### src/rtl/module_display_scan_pkg.sv
// Shared definitions for the 7-segment display scanner: digit width, nibble
// type, anode polarity and the per-digit tick computation.
package pkg_display;

  localparam int DIGIT_W = 4;

  typedef logic [DIGIT_W-1:0] nibble_t;

  // Common-anode display: a high anode line means the digit is dark.
  localparam logic ANODOS_OFF = 1'b1;

  // Clocks spent on each digit so that all n digits refresh at refresh_hz.
  function automatic int ticks_per_digit(input int clk_hz, input int refresh_hz, input int n);
    return clk_hz / (refresh_hz * n);
  endfunction

endpackage

### src/rtl/module_display_scan_prescaler.sv
// Free-running divider: emits a one-clock tick every TICKS clocks.
// Also used as the sample strobe source for debouncers.
module module_prescaler #(
  parameter int TICKS = 4
) (
  input  logic clk,
  input  logic rst_n,
  output logic tick
);

  localparam int CW = (TICKS > 1) ? $clog2(TICKS) : 1;

  logic [CW-1:0] count;

  assign tick = (count == CW'(TICKS - 1));

  // Count 0..TICKS-1 and wrap on the tick cycle.
  always_ff @(posedge clk or negedge rst_n) begin
    if (!rst_n) begin
      count <= '0;
    end else if (tick) begin
      count <= '0;
    end else begin
      count <= count + 1'b1;
    end
  end

endmodule

### src/rtl/module_display_scan.sv
// Time-multiplexed N-digit common-anode 7-segment scanner with double-buffered
// value updates committed at frame wrap.
// Optional macro LEADING_ZERO_BLANK_EN: darkens digits above the most
// significant nonzero nibble (digit 0 always lit).
// Reset release is expected to be synchronised to clk by the parent.
module module_display_scan
  import pkg_display::*;
#(
  parameter int N_DIGITS    = 4,
  parameter int CLK_FREQ_HZ = 27000000,
  parameter int REFRESH_HZ  = 250,
  parameter int DEAD_CYCLES = 2
) (
  input  logic                        clk,
  input  logic                        rst_n,
  input  logic [DIGIT_W*N_DIGITS-1:0] value,
  input  logic                        load,
  output nibble_t                     data,
  output logic [N_DIGITS-1:0]         anodos,
  output logic [$clog2(N_DIGITS)-1:0] digit_idx,
  output logic                        updated
);

  localparam int TICKS = ticks_per_digit(CLK_FREQ_HZ, REFRESH_HZ, N_DIGITS);
  localparam int IW    = $clog2(N_DIGITS);
  localparam int DW    = (DEAD_CYCLES > 0) ? $clog2(DEAD_CYCLES + 1) : 1;
  localparam int VW    = DIGIT_W * N_DIGITS;

  if (TICKS < 4) begin : g_bad_ticks
    $error("module_display_scan: fewer than 4 clocks per digit");
  end
  if (DEAD_CYCLES >= TICKS) begin : g_bad_dead
    $error("module_display_scan: DEAD_CYCLES must be smaller than clocks per digit");
  end

  logic                tick;
  logic [IW-1:0]       idx, idx_next;
  logic [DW-1:0]       dead, dead_next;
  logic [VW-1:0]       disp_reg, disp_next, pend_reg;
  logic                pend_flag;
  logic                do_commit;
  logic [N_DIGITS-1:0] blank;
  logic [N_DIGITS-1:0] anodos_next;
  nibble_t             data_next;

  module_prescaler #(
    .TICKS(TICKS)
  ) u_prescaler (
    .clk  (clk),
    .rst_n(rst_n),
    .tick (tick)
  );

  // Commit only on the tick that wraps the last digit back to digit 0.
  assign do_commit = tick && (idx == IW'(N_DIGITS - 1)) && pend_flag;
  assign disp_next = do_commit ? pend_reg : disp_reg;

`ifdef LEADING_ZERO_BLANK_EN
  logic lz_seen;

  // Leading-zero detect on the value being shown after this edge.
  always_comb begin
    blank   = '0;
    lz_seen = 1'b0;
    for (int k = N_DIGITS - 1; k > 0; k--) begin
      lz_seen  = lz_seen | (disp_next[k*DIGIT_W +: DIGIT_W] != '0);
      blank[k] = ~lz_seen;
    end
  end
`else
  assign blank = '0;
`endif

  // Next scan position, dead-time counter and the outputs derived from them.
  always_comb begin
    idx_next    = idx;
    dead_next   = dead;
    anodos_next = {N_DIGITS{ANODOS_OFF}};
    if (tick) begin
      idx_next  = (idx == IW'(N_DIGITS - 1)) ? '0 : idx + 1'b1;
      dead_next = DW'(DEAD_CYCLES);
    end else if (dead != '0) begin
      dead_next = dead - 1'b1;
    end
    data_next = disp_next[idx_next*DIGIT_W +: DIGIT_W];
    if (dead_next == '0 && !blank[idx_next]) begin
      anodos_next[idx_next] = ~ANODOS_OFF;
    end
  end

  // State, buffers and registered outputs all update on the same edge.
  always_ff @(posedge clk or negedge rst_n) begin
    if (!rst_n) begin
      idx       <= '0;
      dead      <= '0;
      disp_reg  <= '0;
      pend_reg  <= '0;
      pend_flag <= 1'b0;
      data      <= '0;
      anodos    <= {N_DIGITS{ANODOS_OFF}};
      digit_idx <= '0;
      updated   <= 1'b0;
    end else begin
      idx       <= idx_next;
      dead      <= dead_next;
      disp_reg  <= disp_next;
      data      <= data_next;
      anodos    <= anodos_next;
      digit_idx <= idx_next;
      updated   <= do_commit;
      if (load) begin
        pend_reg  <= value;
        pend_flag <= 1'b1;
      end else if (do_commit) begin
        pend_flag <= 1'b0;
      end
    end
  end

endmodule

### config.mk
export PLATFORM = sky130hd
export DESIGN_NAME = module_display_scan
export DESIGN_NICKNAME = d
export VERILOG_FILES = /design/src/rtl/module_display_scan_pkg.sv /design/src/rtl/module_display_scan_prescaler.sv /design/src/rtl/module_display_scan.sv
export SDC_FILE = /design/constraint.sdc
export NUM_CORES = 1
export LEC_CHECK = 0
export BUFFER_PORTS_ARGS = -buffer_cell sky130_fd_sc_hd__buf_2
export CAP_MARGIN = 20
export CELL_PAD_IN_SITES_DETAIL_PLACEMENT = 0
export CELL_PAD_IN_SITES_GLOBAL_PLACEMENT = 1
export CORE_ASPECT_RATIO = 0.75
export CORE_UTILIZATION = 42
export DETAILED_ROUTE_END_ITERATION = 12
export PLACE_DENSITY_LB_ADDON = 0.1
export SETUP_SLACK_MARGIN = 0.3
export SLEW_MARGIN = 20
export SYNTH_ARGS = -nofsm -noshare
export SYNTH_HDL_FRONTEND = slang
export SYNTH_SLANG_ARGS = --single-unit
### constraint.sdc
create_clock -name clk -period 2.2 [get_ports clk]
set_input_delay 0.44 -clock clk [delete_from_list [all_inputs] [get_ports clk]]
set_output_delay 0.44 -clock clk [all_outputs]
set_load 0.02 [all_outputs]
==> results of run 1 <==
==> metrics by stage <==
step / area (um^2) / hold slack [ps] / TNS (ps) / setup slack [ps]
4_1_cts: 3127 / 49.49 / 0 / 85.82
2_1_floorplan: 2531 / 144.4 / 0 / 67.19
3_5_place_dp: 2895 / 418.0 / -30.99 / -16.89
3_3_place_gp: 2895 / 410.8 / 0 / 62.05
5_1_grt: 3219 / 55.79 / 0 / 16.29
6_report: 3219 / 48.24 / 0 / 79.28
==> logic make-up (layout without fill, tap and decap cells) <==
group | Yosys count | after routing | share of synthesized area, %
DFF | 61 | 61 | 60.65
AOI/OAI and AO/OA | 6 | 6 | 1.387
and+or+nand+nor | 45 | 45 | 10.46
muxes | 46 | 46 | 20.91
adders and majority gates | 2 | 2 | 0.9909
buffers and inverters | 9 | 75 | 1.784
xor gates and xnor gates | 11 | 11 | 3.816
==> metal layers <==
layer	vias to the layer above	routed length, um	global-route usage, %
met5	-	0	0
met4	0	50	4.762
met3	7	195	6.954
met2	25	2120	24.48
met1	797	2361	23.19
li1	750	-	-
==> area by class of cell <==
class | instances | area (um^2)
multi-input combinational | 110 | 998.5
sequential | 61 | 1534
tap | 78 | 97.59
clock inverter | 5 | 27.53
inverter | 4 | 15.01
fill | 486 | 2576
clock buffer | 11 | 131.4
timing repair buffer | 55 | 415.4
==> cells in the final DEF (no fill, tap or decap), types with 2 or more instances in the layout <==
cell	count
dfrtp_1	55
mux2_2	36
buf_2	29
buf_4	21
nor2_1	12
clkbuf_8	9
mux2_4	8
nand2_1	7
xnor2_1	7
nand3_1	5
inv_1	4
xor2_1	4
dfstp_2	4
clkinv_2	4
buf_12	3
and4bb_2	2
and4_4	2
nand4_1	2
o21ai_0	2
or3_1	2
nor3_1	2
and3_1	2
a21o_1	2
clkbuf_1	2
dfrtp_2	2
==> worst max-delay path by stage <==
stage,slack [ps],from,end,depth (start not counted)
detailed placement,-20,u_prescaler.count[12],data[2],5
CTS,90,u_prescaler.count[10],data[2],6
global placement,60,u_prescaler.count[1],data[0],6
finish,80,u_prescaler.count[10],data[0],6
floorplan,70,u_prescaler.count[9],data[0],6
global route,20,u_prescaler.count[3],data[0],6
==> power groups by stage <==
stage / combinational (mW) / clock, mW / sequential, mW
2_1_floorplan: 0.0359 / 0 / 1.18
3_3_place_gp: 0.0791 / 0 / 1.19
3_5_place_dp: 0.0832 / 0 / 1.19
4_1_cts: 0.0834 / 0.844 / 1.17
5_1_grt: 0.0907 / 0.904 / 1.17
6_report: 0.0799 / 0.813 / 1.17
==> repair_timing <==
| action | 4_1_cts | 5_1_grt |
|---|---|---|
| gates cloned | 1 | 1 |
| setup endpoints to repair | 4 | 6 |
| pin swaps | 1 | 6 |
| setup buffers | 2 | 3 |
| gates resized for setup | 4 | 12 |
==> impl_metrics.json, run 1 <==
{
  "cp.buffers_inverters": 1,
  "first_pass_iters": 4,
  "netlist_area_um2": 2525,
  "synth_edf_count": 0,
  "grt_pass1_wl_um": 8059,
  "yosysMostFrequentCell": "dfrtp_1",
  "gp_congestion": 0.7734,
  "grt_usage_pct": 16.84,
  "r2r_cells": 6,
  "netlist_top_cells_area": "dfrtp_1 (56%), mux2_2 (20%), dfstp_2 (4.2%), xnor2_1 (2.4%), nor2_1 (1.8%)",
  "synth_top_area_share_pct": 56.49,
  "setup_viol": 0,
  "ys_types": 32,
  "grt_max_degree": 27,
  "endpoint_kind": "flop",
  "row_count": 24,
  "cts.clk_slew.worst_paths_ps": 70,
  "clockBufferDepth": 2,
  "cts_inserted_buffers": 9,
  "wl_per_cell_um": 14.59,
  "drc": 0,
  "seqPwrFrac_pct": 56.6,
  "hold_viol_final": 0,
  "worst_pin_slew_ps": 459.8,
  "cts_tree": "built",
  "syn_nets": 201,
  "reg2reg_to": "data[0]",
  "pin_count": 30,
  "die_w_um": 91.53,
  "clkPwrFrac_pct": 39.5,
  "initial_core_util_pct": 43.57,
  "cp_cell_sequence": "and4bb_2, and4_4, mux2i_4, clkbuf_16, mux2_4, mux2_4",
  "drive_above_1_share_pct": 52.44,
  "fmax_ghz": 0.4715,
  "drv_slew": 0,
  "antenna_left": 0,
  "synth.top_cells.by_count": "dfrtp_1 (57), mux2_2 (44), nor2_1 (12)",
  "power.internal_mw": 1.594,
  "cts.sinks": 61,
  "antenna_found_initial": 0,
  "power_mw": 2.060,
  "yosysTopAreaCell": "dfrtp_1",
  "dp_hpwl_um": 3261,
  "reg2reg_slack_ps": 80,
  "via_per_inst": 4.873,
  "overflow": 0,
  "switchingPower_mw": 0.4661,
  "avgSynthCellArea_um2": 14.03,
  "final.period_utilization_pct": 96.40,
  "slew_headroom_pct": 69.35,
  "vias": 1579,
  "cp_top_family": "multiplexers",
  "dp_cells": 301,
  "diodes": 0,
  "ctsHoldBuffers": 0,
  "grt_pass1_vias": 1615,
  "ys_warn_count": 0,
  "crit_path_frequent_cell": "mux2_4",
  "htree_levels": 3,
  "core_area_um2": 5796,
  "slowest_delay_ps": 400,
  "synthFlopType": "dfrtp_1",
  "leakagePower_nw": 1.608,
  "clock_skew_ps": 8.691,
  "status": "completed",
  "vdd_drop_max_v": 0.0004051,
  "post-route-util_pct": 55.55,
  "layout_min_cycle_time_ps": 2121,
  "crit_fanout": 4,
  "synth-seq-cells": 61,
  "p_sw_share_pct": 22.63,
  "powerDensity_nw_per_um2": 639.9,
  "setup.worst_path.class": "reg -> reg",
  "rsz0062_at_grt": "true",
  "crit_required_ps": 2420,
  "fin_cells": 324,
  "root_buffer": "clkbuf_8",
  "insertion_delay_ps": 340,
  "die_h_um": 69.15,
  "hold_class": "in -> async",
  "cpMaxStageDelayCell": "dfrtp_1",
  "drt-initial-drc-count": 82,
  "combPwrFrac_pct": 3.9,
  "worst_setup_path_start_kind": "flop",
  "synthArstFlopShare_pct": 100.0,
  "die_area_um2": 6329,
  "cp_data_arrival_time_ps": 2340,
  "fin_nets": 262,
  "ys_seq_area_share_pct": 60.65,
  "synthToLayoutAreaGrowth_pct": 27.50,
  "io_buffers": 29,
  "wirelength_um": 4727,
  "reg2reg_from": "u_prescaler.count[10]",
  "synthCells": 180,
  "maxCapViolCount": 0
}
Note: power is estimated with default switching activity, not from simulation.
==> run 2, diff against run 1 <==
--- a/config.mk
+++ b/config.mk
@@ -12,9 +12,8 @@
 export CORE_ASPECT_RATIO = 0.75
 export CORE_UTILIZATION = 42
 export DETAILED_ROUTE_END_ITERATION = 12
-export PLACE_DENSITY_LB_ADDON = 0.1
+export PLACE_DENSITY_LB_ADDON = 0.15
 export SETUP_SLACK_MARGIN = 0.3
-export SLEW_MARGIN = 20
 export SYNTH_ARGS = -nofsm -noshare
 export SYNTH_HDL_FRONTEND = slang
 export SYNTH_SLANG_ARGS = --single-unit
==> constraint.sdc (replaced) <==
create_clock -name clk -period 2.2 [get_ports clk]
set_input_delay 0.33 -clock clk [delete_from_list [all_inputs] [get_ports clk]]
set_output_delay 0.33 -clock clk [all_outputs]
set_load 0.02 [all_outputs]
==> run 2 against run 1 <==
  * Maximum frequency increased by 0.90%
  * Clock power increased by 39%
  * Non-clock buffer count decreased by 4
  * Largest cell class unchanged
  * Critical endpoint is now data[2]
  * Clock-buffer cell count unchanged
  * Sequential share of layout area increased by 0.19 points
  * Sequential cell count unchanged
  * Combinational power decreased by 0.8%
  * Clock skew increased by 1.5 ps
  * Die area unchanged
==> impl_metrics.json, run 2 (same netlist as run 1, synthesis figures left out) <==
{
  "initial_core_util_pct": 43.57,
  "cp_data_arrival_time_ps": 2310,
  "first_pass_iters": 4,
  "leakagePower_nw": 1.580,
  "drc": 0,
  "grt_pass1_vias": 1596,
  "antenna_left": 0,
  "crit_required_ps": 2410,
  "status": "completed",
  "maxCapViolCount": 0,
  "drv_slew": 0,
  "root_buffer": "clkbuf_8",
  "pin_count": 30,
  "die_h_um": 69.15,
  "worst_pin_slew_ps": 413.8,
  "final_common_cell": "dfrtp_1",
  "worst_setup_path_start_kind": "flop",
  "clockBufferDepth": 2,
  "layout_min_cycle_time_ps": 2102,
  "slew_headroom_pct": 72.20,
  "cts.sinks": 61,
  "wirelength_um": 4654,
  "hold_viol_final": 0,
  "holdWs_ps": 232.0,
  "setup.worst_path.class": "reg -> reg",
  "drive_above_1_share_pct": 51.24,
  "crit_fanout": 9,
  "wl_per_cell_um": 14.54,
  "cpMaxStageDelayCell": "dfrtp_1",
  "vdd_drop_max_v": 0.0003975,
  "setup_viol": 0,
  "cp_cell_sequence": "and4bb_2, and4_4, mux2i_4, buf_12, mux2_2, mux2_2",
  "regArea_um2": 1534,
  "fill_cells": 501,
  "cts_tree": "built",
  "clock_skew_ps": 10.15,
  "dp_hpwl_um": 3259,
  "io_buffers": 29,
  "diodes": 0,
  "crit_path_frequent_cell": "mux2_2",
  "antenna_found_initial": 0,
  "insertion_delay_ps": 330,
  "multi_input_area_um2": 969.7,
  "hold_class": "in -> reg",
  "fmax_ghz": 0.4758,
  "grt_usage_pct": 16.60,
  "synthToLayoutAreaGrowth_pct": 27.01,
  "grt_pass1_wl_um": 7907,
  "gp_congestion": 0.7504,
  "power_mw": 2.379,
  "cts_inserted_buffers": 9,
  "endpoint_kind": "flop",
  "powerDensity_nw_per_um2": 741.7,
  "cts.clk_slew.worst_paths_ps": 70,
  "dpl_cell_area_um2": 2868,
  "vias": 1558,
  "via_per_inst": 4.869,
  "core_area_um2": 5796,
  "pre_cts_ws_ps": -47.58,
  "rsz0062_at_grt": "true",
  "setup_slack_ps": 98.29,
  "final_cell_area_um2": 3207,
  "die_area_um2": 6329,
  "overflow": 0,
  "row_count": 24,
  "layout_common_cells": "dfrtp_1 (55), mux2_2 (44), buf_2 (29)",
  "die_w_um": 91.53,
  "fin_nets": 258,
  "slowest_delay_ps": 380,
  "htree_levels": 3,
  "drt-initial-drc-count": 83,
  "grt_max_degree": 25,
  "final.period_utilization_pct": 95.53
}
run 2: cell count changes in the layout (fill, tap and decap cells not counted), moves of 2 or more:
| cell | previous run | this run |
|---|---|---|
| clkbuf_1 | 2 | 0 |
| mux2_4 | 8 | 0 |
| clkbuf_8 | 9 | 11 |
| bufinv_16 | 0 | 2 |
| buf_4 | 21 | 18 |
| clkinv_2 | 4 | 1 |
| mux2_2 | 36 | 44 |
run 2: layout make-up:
type	instances	area share, %
multi-input cells	110	30.24
repair buffers	51	11.16
flip-flops and latches	61	47.83
inverters	4	0.4682
clock buffers	11	4.721
well taps	78	3.043
clock inverters	5	2.536
run 2: report_power, final:
group          internal (mW)  switching (mW)  total, mW
combinational         0.0407          0.0386     0.0793
sequential              1.15          0.0151       1.17
clock                  0.702           0.432       1.13
run 2: critical path: cells and delay by family, from the launching register on:
family / cells / cell delay [ps]
multiplexers: 3 / 830
AND/OR/NAND/NOR: 2 / 600
flip-flops: 1 / 380
buffers and inverters: 1 / 150
run 2: worst paths after layout:
kind | from | endpoint | slack [ps] | depth (start not counted)
setup / recovery | u_prescaler.count[7] | data[2] | 100 | 6
hold / removal | value[0] | pend_reg[0] | 230 | 2
setup reg to reg | u_prescaler.count[7] | data[2] | 100 | 6
hold reg to reg | dead[0] | dead[0] | 460 | 1
max in group asynchronous | rst_n | anodos[1] | 1050 | 3
min in group asynchronous | rst_n | pend_reg[12] | 460 | 2
run 2: metal layers:
metal  routed length (um)  track usage [%]  up-vias
met4                   49            5.820        0
met3                  144            6.181        6
li1                     -                -      744
met1                 2262            22.82      785
met5                    0                0        -
met2                 2197            24.14       23
run 2: timing repair:
action                     4_1_cts  5_1_grt
gates resized for setup          5        2
cloned                           1        0
hold endpoints to repair        16        0
setup buffers                    2        1
setup endpoints to repair        4        6
pin swaps                        2        4
hold buffers                     1        0
run 2: per-stage QoR:
step / instances / util (%) / TNS [ps]
4_1_cts: 319 / 54.97 / 0
5_1_grt: 320 / 55.33 / 0
2_1_floorplan: 180 / - / 0
3_5_place_dp: 299 / 49.48 / -112.3
3_3_place_gp: 299 / 49.48 / 0
6_report: 320 / 55.33 / 0
==> run 3, diff against run 2 <==
--- a/config.mk
+++ b/config.mk
@@ -12,6 +12,7 @@
 export CORE_ASPECT_RATIO = 0.75
 export CORE_UTILIZATION = 42
 export DETAILED_ROUTE_END_ITERATION = 12
+export GPL_TIMING_DRIVEN = 1
 export PLACE_DENSITY_LB_ADDON = 0.15
 export SETUP_SLACK_MARGIN = 0.3
 export SYNTH_ARGS = -nofsm -noshare
==> constraint.sdc (replaced) <==
create_clock -name clk -period 2.2 [get_ports clk]
set_input_delay 0.33 -clock clk [delete_from_list [all_inputs] [get_ports clk]]
set_output_delay 0.33 -clock clk [all_outputs]
set_load 0.05 [all_outputs]
==> run 3 against run 2 <==
  * Routed wire length fell by 4.3%
  * Total power fell by 3.1%
  * Non-clock buffer count fell by 1
  * Cell count fell by 0.31%
  * Die area did not move
  * Clock-buffer cell count did not move
  * Utilization rose by 0.24 points
  * Global-route usage fell by 0.39 points
  * Critical path type unchanged
  * Sequential power barely moved
==> impl_metrics.json, run 3 (same netlist as run 1, synthesis figures left out) <==
{
  "cts.clk_slew.worst_paths_ps": 60,
  "root_buffer": "clkbuf_8",
  "grt_pass1_wl_um": 7831,
  "vias": 1567,
  "insertion_delay_ps": 320,
  "clockBufferDepth": 2,
  "cp_cell_sequence": "and4bb_2, and4_4, mux2i_4, buf_12, mux2_2, mux2_2",
  "setup.worst_path.class": "reg -> reg",
  "antenna_found_initial": 0,
  "slowest_delay_ps": 390,
  "row_count": 24,
  "layout_min_cycle_time_ps": 2098,
  "first_pass_iters": 4,
  "status": "completed",
  "cts_inserted_buffers": 9,
  "die_w_um": 91.53,
  "maxCapViolCount": 0,
  "io_buffers": 29,
  "diodes": 0,
  "pre_cts_ws_ps": 0.4059,
  "rsz0062_at_grt": "true",
  "fin_tns_setup_ps": 0,
  "initial_core_util_pct": 43.57,
  "cts_tree": "built",
  "hold_viol_final": 0,
  "grt_usage_pct": 16.21,
  "wl_per_cell_um": 13.96,
  "synthToLayoutAreaGrowth_pct": 27.55,
  "antenna_left": 0,
  "fin_cells": 319,
  "leakagePower_nw": 1.586,
  "dp_cells": 297,
  "final.period_utilization_pct": 95.37,
  "crit_fanout": 9,
  "layout_common_cells": "dfrtp_1 (55), mux2_2 (41), buf_2 (29)",
  "pin_count": 30,
  "grt_pass1_vias": 1715,
  "setup_slack_ps": 101.8,
  "drv_slew": 0,
  "cp_data_arrival_time_ps": 2310,
  "core_area_um2": 5796,
  "worst_pin_slew_ps": 783.6,
  "dp_hpwl_um": 3025,
  "crit_required_ps": 2410,
  "cts.sinks": 61,
  "drc": 0,
  "final_common_cell": "dfrtp_1",
  "grt_max_degree": 35,
  "fmax_ghz": 0.4766,
  "htree_levels": 3,
  "powerDensity_nw_per_um2": 715.5,
  "crit_path_frequent_cell": "mux2_2",
  "overflow": 0,
  "fin_nets": 257,
  "cpMaxStageDelayCell": "dfrtp_1",
  "die_area_um2": 6329,
  "clock_skew_ps": 6.718,
  "endpoint_kind": "flop",
  "via_per_inst": 4.912,
  "setup_viol": 0,
  "worst_setup_path_start_kind": "flop",
  "vdd_drop_max_v": 0.0004351,
  "ctsHoldBuffers": 0,
  "drt-initial-drc-count": 52,
  "hold_class": "in -> async",
  "drive_above_1_share_pct": 51.45,
  "gp_congestion": 0.7834,
  "die_h_um": 69.15,
  "wirelength_um": 4453,
  "slew_headroom_pct": 47.76
}
[run 3: changes by cell type in the layout (fill, tap and decap cells not counted), sizes merged]
| cell | previous run | this run |
|---|---|---|
| clkinv | 1 | 3 |
| clkinvlp | 1 | 0 |
| inv | 5 | 4 |
| dlygate4sd3 | 1 | 0 |
[run 3: path summary, 6_finish.rpt]
kind                                 startpoint  slack [ps]          end  cells past startpoint
setup / recovery           u_prescaler.count[3]         100      data[2]                      6
hold / removal                            rst_n          80  pend_reg[6]                      1
setup reg to reg           u_prescaler.count[3]         100      data[2]                      6
hold reg to reg                         dead[0]         430      dead[0]                      1
max in group asynchronous                 rst_n        1510  disp_reg[2]                      2
min in group clk                       value[0]         230  pend_reg[0]                      2
[run 3: report_power, final]
group	leakage (nW)	internal [mW]	switching (mW)	total (mW)
sequential	0.779	1.15	0.0140	1.17
clock	0.113	0.663	0.397	1.06
combinational	0.695	0.0408	0.0376	0.0784
[run 3: per-stage QoR]
step	util, %	area, um^2	hold slack, ps	total power, mW
after floorplan	-	2542	34.41	1.217
after global placement	49.70	2880	419.9	1.263
after detailed placement	49.70	2880	429.6	1.268
after CTS	55.22	3201	100.5	2.339
after global routing	55.57	3221	134.2	2.408
final	55.57	3221	83.14	2.304
[run 3: cell type report]
cell class | count | area, um^2
clock inverter | 5 | 75.07
sequential | 61 | 1536
timing repair buffer | 50 | 371.6
inverter | 4 | 15.01
tap | 78 | 97.59
fill | 497 | 2575
clock buffer | 11 | 141.4
multi-input combinational | 110 | 983.4
[run 3: repair_timing]
item	in CTS	in global routing
endpoints found under the setup margin	4	6
cloned	1	0
pin swaps	1	2
buffers inserted	5	0
endpoints found under the hold margin	0	0
gates resized for setup	6	6
[run 3: critical path: cells and delay by family, from the launching register on]
kind          cells  cell delay (ps)
flops             1              390
buf+inv           1              150
mux               3              860
simple gates      2              590
[run 3: routing by layer]
metal | track usage, % | vias to the layer above | share of wire (%)
li1 | - | 739 | -
met1 | 20.47 | 796 | 48
met2 | 24.81 | 26 | 47
met4 | 6.526 | 0 | 1.3
met3 | 6.623 | 6 | 4.2
met5 | 0 | - | 0
